`config.mk`:
```
export PLATFORM = sky130hd
export DESIGN_NAME = bits_to_bytes_ctrl
export DESIGN_NICKNAME = d
export VERILOG_FILES = /design/src/rtl/bits_to_bytes_ctrl.sv
export SDC_FILE = /design/constraint.sdc
export NUM_CORES = 1
export LEC_CHECK = 0
export ABC_AREA = 1
export CAP_MARGIN = 30
export CORE_MARGIN = 8
export CORE_UTILIZATION = 40
export DETAILED_ROUTE_END_ITERATION = 8
export GPL_ROUTABILITY_DRIVEN = 0
export GPL_TIMING_DRIVEN = 0
export SLEW_MARGIN = 20
export SYNTH_ARGS = -nofsm -noshare
export SYNTH_HDL_FRONTEND = slang
export SYNTH_SLANG_ARGS = --single-unit
```
`constraint.sdc`:
```
create_clock -name clk -period 3.55 [get_ports clk]
set_input_delay 0.8875 -clock clk [delete_from_list [all_inputs] [get_ports clk]]
set_output_delay 0.8875 -clock clk [all_outputs]
set_load 0.01 [all_outputs]
```
`src/rtl/bits_to_bytes_ctrl.sv`:
```
// Packs an IN_W-bit serial stream into bytes, LSB first, and emits BYTE_LENGTH bytes per job.
// Fill and emit phases alternate; a byte is never filled while the previous one is still pending.
module bits_to_bytes_ctrl #(
    parameter int BYTE_LENGTH = 32,
    parameter int IN_W        = 1,
    localparam int IDX_W      = (BYTE_LENGTH > 1) ? $clog2(BYTE_LENGTH) : 1
) (
    input  logic             clk,
    input  logic             rst,
    input  logic             start,
    output logic             busy,
    output logic             done,
    input  logic             bit_valid,
    input  logic [IN_W-1:0]  bit_data,
    output logic             bit_ready,
    output logic             byte_valid,
    output logic [7:0]       byte_data,
    input  logic             byte_ready,
    output logic [IDX_W-1:0] byte_idx
);

    typedef enum logic [1:0] {
        ST_IDLE,
        ST_FILL,
        ST_EMIT,
        ST_DONE
    } state_e;

    // Beats are tracked as a bit position that advances by IN_W and wraps modulo 8.
    localparam logic [2:0]       POS_STEP = 3'(IN_W);
    localparam logic [2:0]       LAST_POS = 3'(8 - IN_W);
    localparam logic [IDX_W-1:0] LAST_IDX = IDX_W'(BYTE_LENGTH - 1);

    state_e           state_q, state_d;
    logic [2:0]       bit_pos_q, bit_pos_d;
    logic [IDX_W-1:0] byte_cnt_q, byte_cnt_d;
    logic [7:0]       acc_q, acc_d;

    // NOTE: sequential state uses non-blocking assignments so every flop samples pre-edge values.
    always_ff @(posedge clk) begin
        if (rst) begin
            state_q    <= ST_IDLE;
            bit_pos_q  <= '0;
            byte_cnt_q <= '0;
            acc_q      <= '0;
        end else begin
            state_q    <= state_d;
            bit_pos_q  <= bit_pos_d;
            byte_cnt_q <= byte_cnt_d;
            acc_q      <= acc_d;
        end
    end

    always_comb begin
        state_d    = state_q;
        bit_pos_d  = bit_pos_q;
        byte_cnt_d = byte_cnt_q;
        acc_d      = acc_q;
        unique case (state_q)
            ST_IDLE: begin
                if (start) begin
                    state_d    = ST_FILL;
                    bit_pos_d  = '0;
                    byte_cnt_d = '0;
                    acc_d      = '0;
                end
            end
            ST_FILL: begin
                if (bit_valid) begin
                    acc_d[bit_pos_q +: IN_W] = bit_data;
                    bit_pos_d                = bit_pos_q + POS_STEP;
                    if (bit_pos_q == LAST_POS) begin
                        state_d = ST_EMIT;
                    end
                end
            end
            ST_EMIT: begin
                if (byte_ready) begin
                    if (byte_cnt_q == LAST_IDX) begin
                        state_d = ST_DONE;
                    end else begin
                        byte_cnt_d = byte_cnt_q + IDX_W'(1);
                        bit_pos_d  = '0;
                        state_d    = ST_FILL;
                    end
                end
            end
            ST_DONE: state_d = ST_IDLE;
            default: state_d = ST_IDLE;
        endcase
    end

    always_comb begin
        busy       = (state_q != ST_IDLE);
        done       = (state_q == ST_DONE);
        bit_ready  = (state_q == ST_FILL);
        byte_valid = (state_q == ST_EMIT);
        byte_data  = (state_q == ST_EMIT) ? acc_q : 8'h00;
        byte_idx   = byte_cnt_q;
    end

endmodule

```
==> qor.yml <==
fmax_ghz: 0.361
grt_pass1_wl_mm: 5.26
die-width_um: 72.4
clock_path_buffers: 2
vias_per_cell: 4.57
track_usage_pct: 12.2
period_needed_ns: 2.77
slowest_delay_ns: 0.55
die_h_um: 72.4
remaining_drc_errors: 0
ant_nets: 0
htreeDepth: 1
fin_worst_skew_ns: 0.00594
min_path_type: "flip-flop to flip-flop"
drtIter0Drc: 36
area_growth_pct: 24.5
start_util_pct: 42.0
p_per_area_nw_per_um2: 373
crit_slowest_cell: "clkdlybuf4s50_1"
cts_tree: "built"
cts_made_buffers: 3
cp_data_arrival_time_ns: 1.88
leakagePower_nw: 0.690
gr-total-overflow: 0
synth_area_um2: 1270
ys_warn_count: 0
synth-main-ff-cell: "dfxtp_1"
antenna_cells: 0
synthArstFlopShare_pct: 0
worst_pin_slew_ns: 0.522
rsz0062_at_grt: "false"
synth_nets: 213
hpwl_mm: 2.40
dp_slack_ns: 1.10
worstPathRequired_ns: 2.66
dr.pass1.iters: 4
crit-reg2reg-launch: "bit_pos_q[0]"
setup_viol: 0
clock_sinks: 18
core_region_area_um2: 3030
critPathLaunchType: "flip-flop"
ff2ff_path_depth: 9
crit_top_cell: "inv_1"
clk_pin_slew_worst_paths_ns: 0.12
vdd_drop_max_mv: 0.158
grt_max_degree: 11
antenna_found_initial: 0
postCtsSetupRepairBufs: 0
ys_seq_area_share_pct: 28.3
syn_inst: 198
pin_count: 23
drv_slew: 0
finalNetCount: 240
ys_ff_latch: 18
hold_start: "acc_q[3]"
regToRegSetupSlack_ns: 1.45
critPathLaunch: "state_q[1]"
holdPathEnd: "acc_q[3]"
fin_tns_setup_ns: 0
synth_cell_types: 26
avgSynthCellArea_um2: 6.42
outcome: "finished, final reports clean"
endpoint_kind: "output pin"
numPortBuffers: 22
avgRoutedWirePerCell_um: 11.1
post-route-period-util_pct: 78.0
row_count: 20
fin_hold_ws_ns: 0.467
worst_slack_ns: 0.781
wirelength_mm: 2.98
die_area_um2: 5240
drive_gt1_share_pct: 8.48
cts_resized: 0
cp_max_fo: 8
hold_violations: 0
synth_edf_count: 0
root_buffer: "clkbuf_4"
critPathKind: "flip-flop to output pin"
clk_latency_ns: 0.30
hold_buffers: 0
slew_headroom_pct: 65.2
via_count: 1226
cp_cell_sequence: "inv_1 -> nor2_4 -> inv_1 -> nor2_1 -> clkdlybuf4s50_1"
maxCapViolCount: 0
worstReg2RegEnd: "acc_q[4]"
holdPathStages: 2
grt_pass1_vias: 1257
[per-layer routing]
| metal | up-vias | share of wire, % | routed length [um] | track usage, % |
|---|---|---|---|---|
| met5 | - | 0 | 0 | 0 |
| met4 | 0 | 1.7 | 52 | 4.67 |
| met3 | 7 | 4.7 | 139 | 3.03 |
| met2 | 27 | 50 | 1480 | 23.0 |
| met1 | 537 | 44 | 1310 | 12.5 |
| li1 | 655 | - | - | - |
[logic make-up (layout without fill, tap and decap cells)]
logic type	Yosys count	after routing	share of synthesized area [%]
compound gates	22	22	10.5
fa+ha+maj	9	9	8.86
buf+inv	41	67	13.8
flops	18	18	28.3
simple gates	108	108	38.5
[critical path, delay by kind of cell (launching register included)]
family	cells	cell delay (ns)
flops	1	0.41
buf+inv	3	0.85
simple gates	2	0.33
[stage by stage]
step	utilization, %	std cells	cell area, um2	power, mW
floorplan	-	198	1270	0.398
global placement	51.1	264	1550	0.459
detailed placement	51.1	264	1550	0.464
CTS	52.3	268	1580	0.598
global route	52.3	268	1580	0.641
finish	52.3	268	1580	0.591
[registers in the layout, indices dropped and copies added (netlist names)]
register	cells
acc_q	8
byte_idx	5
state_q	2
bit_pos_q	3
[where the power goes]
group	switching [mW]	internal (mW)	total, mW
sequential	0.0164	0.215	0.231
combinational	0.139	0.0886	0.228
clock	0.0697	0.0625	0.132
[placed cells by master (no fill, tap or decap), types with 2 or more instances in the layout]
master            n
nor2_1           30
a21oi_1          13
nand3_1           5
dfxtp_1          18
clkdlybuf4s50_1  22
nor3_1            3
clkbuf_4          3
nand2_1          55
a21oi_2           2
nand2_4           2
inv_1            35
nand3b_2          2
o21ai_0           3
nand3b_1          6
buf_6             2
ha_1              9
clkbuf_1          2
[synthesized netlist by cell type (all sizes together), types with 2 or more instances]
cell    count  share of area (%)
nand3       6                2.8
a21oi      15                6.5
o21ai       5                2.9
ha          9                8.9
clkbuf      2               0.59
nor3        3                1.2
nand2      58                 19
inv        35                 10
nand3b      8                5.3
nor2       32                 10
buf         3                2.2
dfxtp      18                 28
[cell type report]
class                           instances  area, um2
Buffer                                  5       35.0
Clock buffer                            4       36.3
Fill cell                             324       1450
Inverter                               36        140
Multi-Input combinational cell        139        736
Sequential cell                        18        360
Tap cell                               44       55.1
Timing Repair Buffer                   22        220
[worst max-delay path by stage]
stage	endpoint	slack, ns	cells after the start
final	byte_data[2]	0.78	5
after global routing	byte_data[0]	0.57	5
after CTS	byte_data[2]	0.75	5
after global placement	byte_data[0]	1.11	5
after detailed placement	byte_data[2]	1.10	5
after floorplan	byte_data[0]	1.72	4
No activity file was read; power rests on OpenSTA's default activity.
